--- src/rtl/imem_loader.sv ---
`default_nettype none
// ============================================================================
// Module      : imem_loader
// Description : Boot-time program loader. Consumes a little-endian byte
//               stream (length, payload words, checksum) over valid/ready,
//               writes each assembled word into the instruction memory and
//               flags completion or failure.
// Revision    : 1.0 - initial release
// ============================================================================
module imem_loader #(
    parameter int XLEN     = 32,
    parameter int MEM_SIZE = 2048,
    parameter int AW       = $clog2(MEM_SIZE)
) (
    input  logic            clk_i,
    input  logic            rstn_i,
    input  logic            byte_valid_i,
    input  logic [7:0]      byte_data_i,
    output logic            byte_ready_o,
    output logic            we_o,
    output logic [AW-1:0]   waddr_o,
    output logic [XLEN-1:0] wdata_o,
    output logic            boot_done_o,
    output logic            err_o
);

    typedef enum logic [2:0] {
        S_LEN  = 3'd0,
        S_DATA = 3'd1,
        S_CSUM = 3'd2,
        S_DONE = 3'd3,
        S_ERR  = 3'd4
    } state_t;

    localparam logic [31:0] MEM_SIZE_W = 32'(MEM_SIZE);

    state_t          state_q;
    state_t          state_d;
    logic            armed_q;
    logic [31:0]     len_q;
    logic [7:0]      sum_q;
    logic [1:0]      byte_cnt_q;
    logic [AW-1:0]   word_idx_q;
    logic [XLEN-1:0] word_q;

    logic            accept;
    logic            last_byte;
    logic            last_word;
    logic            write_fire;
    logic [31:0]     len_next;
    logic [XLEN-1:0] word_next;
    logic [7:0]      sum_next;

    // Ready only once armed after reset and only in the collecting states;
    // terminal states ignore the stream entirely.
    assign byte_ready_o = armed_q &&
                          ((state_q == S_LEN) || (state_q == S_DATA) || (state_q == S_CSUM));
    assign accept       = byte_valid_i && byte_ready_o;
    assign last_byte    = (byte_cnt_q == 2'd3);

    // Bytes arrive LSB first, so shifting each new byte in at the top leaves
    // byte 0 in bits [7:0] once four bytes have been taken.
    assign len_next  = {byte_data_i, len_q[31:8]};
    assign word_next = {byte_data_i, word_q[XLEN-1:8]};
    assign sum_next  = sum_q + byte_data_i;

    // len_q is at least 1 whenever this is consulted in S_DATA.
    assign last_word = ({{(32-AW){1'b0}}, word_idx_q} == (len_q - 32'd1));

    assign boot_done_o = (state_q == S_DONE);
    assign err_o       = (state_q == S_ERR);

    // State register.
    always_ff @(posedge clk_i or negedge rstn_i) begin
        if (!rstn_i) begin
            state_q <= S_LEN;
        end else begin
            state_q <= state_d;
        end
    end

    // Next-state decode and write request.
    always_comb begin
        state_d    = state_q;
        write_fire = 1'b0;
        case (state_q)
            S_LEN: begin
                if (accept && last_byte) begin
                    if (len_next > MEM_SIZE_W) begin
                        state_d = S_ERR;
                    end else if (len_next == 32'd0) begin
                        state_d = S_CSUM;
                    end else begin
                        state_d = S_DATA;
                    end
                end
            end
            S_DATA: begin
                if (accept && last_byte) begin
                    write_fire = 1'b1;
                    if (last_word) begin
                        state_d = S_CSUM;
                    end
                end
            end
            S_CSUM: begin
                if (accept) begin
                    state_d = (byte_data_i == sum_q) ? S_DONE : S_ERR;
                end
            end
            S_DONE:  state_d = S_DONE;
            S_ERR:   state_d = S_ERR;
            default: state_d = S_ERR;
        endcase
    end

    // Datapath: length capture, word assembly, checksum and registered write port.
    always_ff @(posedge clk_i or negedge rstn_i) begin
        if (!rstn_i) begin
            armed_q    <= 1'b0;
            len_q      <= 32'd0;
            sum_q      <= 8'd0;
            byte_cnt_q <= 2'd0;
            word_idx_q <= '0;
            word_q     <= '0;
            we_o       <= 1'b0;
            waddr_o    <= '0;
            wdata_o    <= '0;
        end else begin
            armed_q <= 1'b1;
            we_o    <= write_fire;
            if (write_fire) begin
                waddr_o <= word_idx_q;
                wdata_o <= word_next;
                // Hold the index on the final word so it never passes MEM_SIZE-1.
                if (!last_word) begin
                    word_idx_q <= word_idx_q + 1'b1;
                end
            end
            if (accept) begin
                byte_cnt_q <= byte_cnt_q + 2'd1;
                if (state_q == S_LEN) begin
                    len_q <= len_next;
                end
                if (state_q == S_DATA) begin
                    word_q <= word_next;
                    sum_q  <= sum_next;
                end
            end
        end
    end

endmodule
`default_nettype wire

--- config.mk ---
export PLATFORM = sky130hd
export DESIGN_NAME = imem_loader
export DESIGN_NICKNAME = d
export VERILOG_FILES = /design/src/rtl/imem_loader.sv
export SDC_FILE = /design/constraint.sdc
export NUM_CORES = 1
export LEC_CHECK = 0
export CORE_MARGIN = 1.5
export CORE_UTILIZATION = 55
export DETAILED_ROUTE_END_ITERATION = 7
export PLACE_DENSITY = 0.89
export SLEW_MARGIN = 25
export SYNTH_ARGS = -nofsm -noshare
export SYNTH_HDL_FRONTEND = slang
export SYNTH_SLANG_ARGS = --single-unit
--- constraint.sdc ---
create_clock -name clk_i -period 3.4 [get_ports clk_i]
set_input_delay 0.68 -clock clk_i [delete_from_list [all_inputs] [get_ports clk_i]]
set_output_delay 0.68 -clock clk_i [all_outputs]
set_load 0.01 [all_outputs]
; Word level (Yosys, flattened, before mapping)
; Index checks and enable logic that the tools add are counted.
[word_totals]
register_bits = 133
word_cells = 48
[op_classes]
add_sub_neg = 4
magnitude_cmp = 1
n_eq_ne = 11
n_mux = 10
bitwise_logic = 1
reduce_logical = 11
[op_table]
columns = cell, count
row1 = $eq A11 B32 Y1, 1
row2 = $gt A32 B12 Y1 const B, 1
row3 = $logic_not A32 Y1, 1
row4 = $sub A32 B1 Y32 const B, 1
row5 = $mux W3, 6
row6 = $pmux W3 S4, 1
row7 = $add A11 B1 Y11 const B, 1
row8 = $add A8 B8 Y8, 1
row9 = $eq A8 B8 Y1, 1
row10 = $eq A3 B2 Y1 const B, 2
row11 = $reduce_and A2 Y1, 3
row12 = $ne A2 B1 Y1 const B, 2
row13 = $ne A2 B2 Y1 const B, 2
row14 = $reduce_and A4 Y1, 1
row15 = $eq A3 B1 Y1 const B, 1
row16 = $eq A3 B3 Y1 const B, 1
row17 = $logic_and A1 B1 Y1, 3
row18 = $logic_not A3 Y1, 1
row19 = $add A2 B1 Y2 const B, 1
row20 = $eq A2 B2 Y1 const B, 1
row21 = $logic_or A1 B1 Y1, 2
row22 = $mux W1, 2
row23 = $mux W2, 1
row24 = $not A1 Y1, 1

; Depth between registers and ports, before layout
[depth]
depth_word = 9
ltp_mapped = 12
depth_no_buf = 10

; Least setup slack after synthesis
; OpenSTA, ideal clock, no wires.
[synth_path]
path_type = reg-to-reg
start = register len_q[0]
end = register word_idx_q[1]
arrival_ns = 2.565
required_time_ns = 3.275
path_slack_ns = 0.710
path_stages_with_launch = 10
n_path_buf = 0
synth_period_minus_slack_ns = 2.690
cell_sequence = dfrtp_1 inv_1 ha_1 nor4b_2 nand2_1 o41ai_2 nand4_1 or3_4 o21ai_4 mux2_4
[synth_via]
elab_chain_len = 4
[synth_lines]
columns = item, line_no
row1 = start: declaration, 40  ; logic [31:0] len_q;
row2 = start signal: assignment, 143  ; len_q <= len_next;
row3 = $sub A32 B1 Y32, 68  ; assign last_word = ({{(32-AW){1'b0}}, word_idx_q} == (len_q - 32'd1));
row4 = $eq A11 B32 Y1, 68
row5 = $not A1 Y1 (no line), --
row6 = $reduce_and A2 Y1 (no line), --
row7 = end signal: assignment, 137  ; word_idx_q <= word_idx_q + 1'b1;
row8 = end: declaration, 43  ; logic [AW-1:0] word_idx_q;
; Every way passes these cells.
; A chain may end at the register's enable or synchronous reset.

; Final worst setup path
; Ends and elaborated chain as after synthesis.

==> impl_results.md <==
- Critical Path Start Type: flop
- FMAX: 0.323 GHz
- Post-synth ARST share: 100%
- Layout Area Growth over Synthesis: 23.3%
- Cts repair resizes: 0
- Hpwl dp: 8450 µm
- DR pass1 iterations: 5
- Synthesized flop and latch total: 125
- Post-CTS Hold Buffers: 0
- Synth area leader: dfrtp_1
- Die width: 106 µm
- YS warnings: 0
- Detailed-route via count: 4240
- Register area share after synthesis: 54.1%
- HP Class: input port to async pin
- Least-Margin Pin Slew: 685 ps
- Wire length of the first global-routing pass: 21700 µm
- Pwr dens: 486 mW/mm²
- Tot Pwr: 3.46 mW
- Leakage Power: 3.47 nW
- Register area: 0.00313 mm²
- Fin nets: 599
- Setup crit end kind: flop
- Row Count: 37
- Post-Route Setup TNS: 0 ps
- Worst setup margin: 307 ps
- Predominant post-synthesis flop cell: dfrtp_1
- Antenna Cells: 0
- H-tree depth reported by CTS: 4
- Reg2reg path depth: 9
- Syn Nets: 536
- Largest net degree at the start of global routing: 69
- Post-synthesis cell count: 514
- DR iter-0 viols: 301
- TritonCTS buffer count: 17
- Wire per inst: 18.0 µm
- CP required: 3810 ps
- Syn avg cell area: 11.2 µm²
- Vias per cell: 5.84
- Final hold vios: 0
- RSZ-0062 raised after global routing: no
- Number of post-CTS setup repair buffers: 0
- Core area: 0.0103 mm²
- # Max-Cap Violations: 0
- Share of cells above drive strength 1: 20.8%
- Final setup vio count: 0
- Placed inst area: 0.00651 mm²
- Max-slew violations: 0
- Final Cell Area: 0.00713 mm²
- CTS tree: yes
- CP Max Fanout: 10
- Yosys cell types: 56
- Drc violations: 0
- Port bufs: 57
- Clock tree buffer depth: 2
- Number of flops mapped to enable cells by yosys: 0
- Top cell type's share of synthesized area: 54.1%
- Initial antenna violation count: 0
- I/O pins: 58
- Clk_skew: 15.6 ps
- Non-Filler Instances: 726
- Top cells by count, synth: dfrtp_1 (125), nand2_1 (101), mux2_2 (70), o21ai_0 (23), xnor2_1 (19)
- Routed Antenna Nets: 0
- Area of the multi-input gates: 0.00253 mm²
- WS Path Type: flop to flop
- Die H: 106 µm
- Fill count: 668
- Clock root cell: clkbuf_8
- Min Tclk post-route: 3090 ps
- Worst-path clk slew: 70 ps
- Slew HR: 53.9%
- Placed cell count: 694
- Status: finished clean
- Mapped Area: 0.00578 mm²
- Gr usage total: 25.2%
- Synth area leaders: dfrtp_1 (54%), mux2_2 (14%), nand2_1 (6.6%)
- Fin crit share: 91.0%
- Clk_lat worst skew: 530 ps
- Area of the die: 0.0111 mm²
- GPL Wtd Cong: 0.964
- Sink Count: 125
- Count leader, synth: dfrtp_1
- Peak ir drop on the vdd network: 0.305 mV
- Starting Density: 56.3%
- Dpl ws: 402 ps
- Critical path arrival: 3500 ps
- Vias in the first global route: 4295
- Drt total wl: 13000 µm
- Gr ovfl total: 0
final cells by class:
cell class	count	area share (%)
clock inverters	15	2.96
well taps	136	2.39
multi-input cells	355	35.4
repair buffers	63	8.77
inverters	15	0.789
flip-flops and latches	125	43.9
clock buffers	17	5.81
worst max-delay path: stages (launching register included):
cell and delay [ps]:
dfrtp_1 460, inv_1 100, ha_1 190, nor4b_2 440, nand2_1 220, o41ai_2 340, nand4_1 170, or3_4 400
o21ai_4 310, mux2_4 330
registers in the layout, summed over array words and instances, names as in the netlist:
| name | flops |
|---|---|
| state_q | 3 |
| wdata_o | 32 |
| word_q | 24 |
| armed_q | 1 |
| we_o | 1 |
| word_idx_q | 11 |
| sum_q | 8 |
| waddr_o | 11 |
| len_q | 32 |
| byte_cnt_q | 2 |
layer usage:
metal	up-vias	global-route usage, %	part of all wire, %
li1	1923	-	-
met4	0	10.1	2.0
met1	2125	31.7	40
met2	161	41.8	52
met3	31	6.56	5.5
met5	-	0	0
final timing paths:
check,slack (ps),endpoint,start
worst max register to register,310,word_idx_q[1]$_DFFE_PN0P_,len_q[0]$_DFFE_PN0P_
worst min register to register,470,wdata_o[5]$_DFFE_PN0P_,word_q[13]$_DFFE_PN0P_
worst min-delay path,60,wdata_o[15]$_DFFE_PN0P_,rstn_i
max in group asynchronous,2600,len_q[3]$_DFFE_PN0P_,rstn_i
min in group clk_i,470,wdata_o[5]$_DFFE_PN0P_,word_q[13]$_DFFE_PN0P_
worst max-delay path,310,word_idx_q[1]$_DFFE_PN0P_,len_q[0]$_DFFE_PN0P_
cells by family after synthesis:
group                    synth area share [%]
other                                  0.0649
adder cells (fa/ha/maj)                  2.51
AND/OR/NAND/NOR                          15.7
XOR/XNOR                                 5.15
buffers and inverters                    2.29
AO/OA/AOI/OAI                            5.97
flip-flops                               54.1
multiplexers                             14.2
metrics by stage:
stage / utilization (%) / hold slack [ps]
final: 69.4 / 64.9
after global routing: 69.4 / 64.9
after CTS: 69.4 / 56.3
after detailed placement: 63.3 / 455
after global placement: 63.3 / 449
after floorplan: - / 384
report_power, final:
part	total, mW	internal (mW)	switching, mW
logic	0.0666	0.0194	0.0472
clock network	1.91	1.20	0.705
registers	1.49	1.49	0.000155
placed cells by master (no fill, tap or decap), drive strengths merged, types with 10 or more instances in the layout:
master / instances
xnor2: 19
ha: 10
xor2: 15
nand2: 101
nand3: 12
nor3: 12
o21ai: 24
nor4: 13
nor2: 14
clkdlybuf4s50: 56
inv: 20
clkbuf: 17
mux2: 71
dfrtp: 125
(Power assumes the default switching activity.)
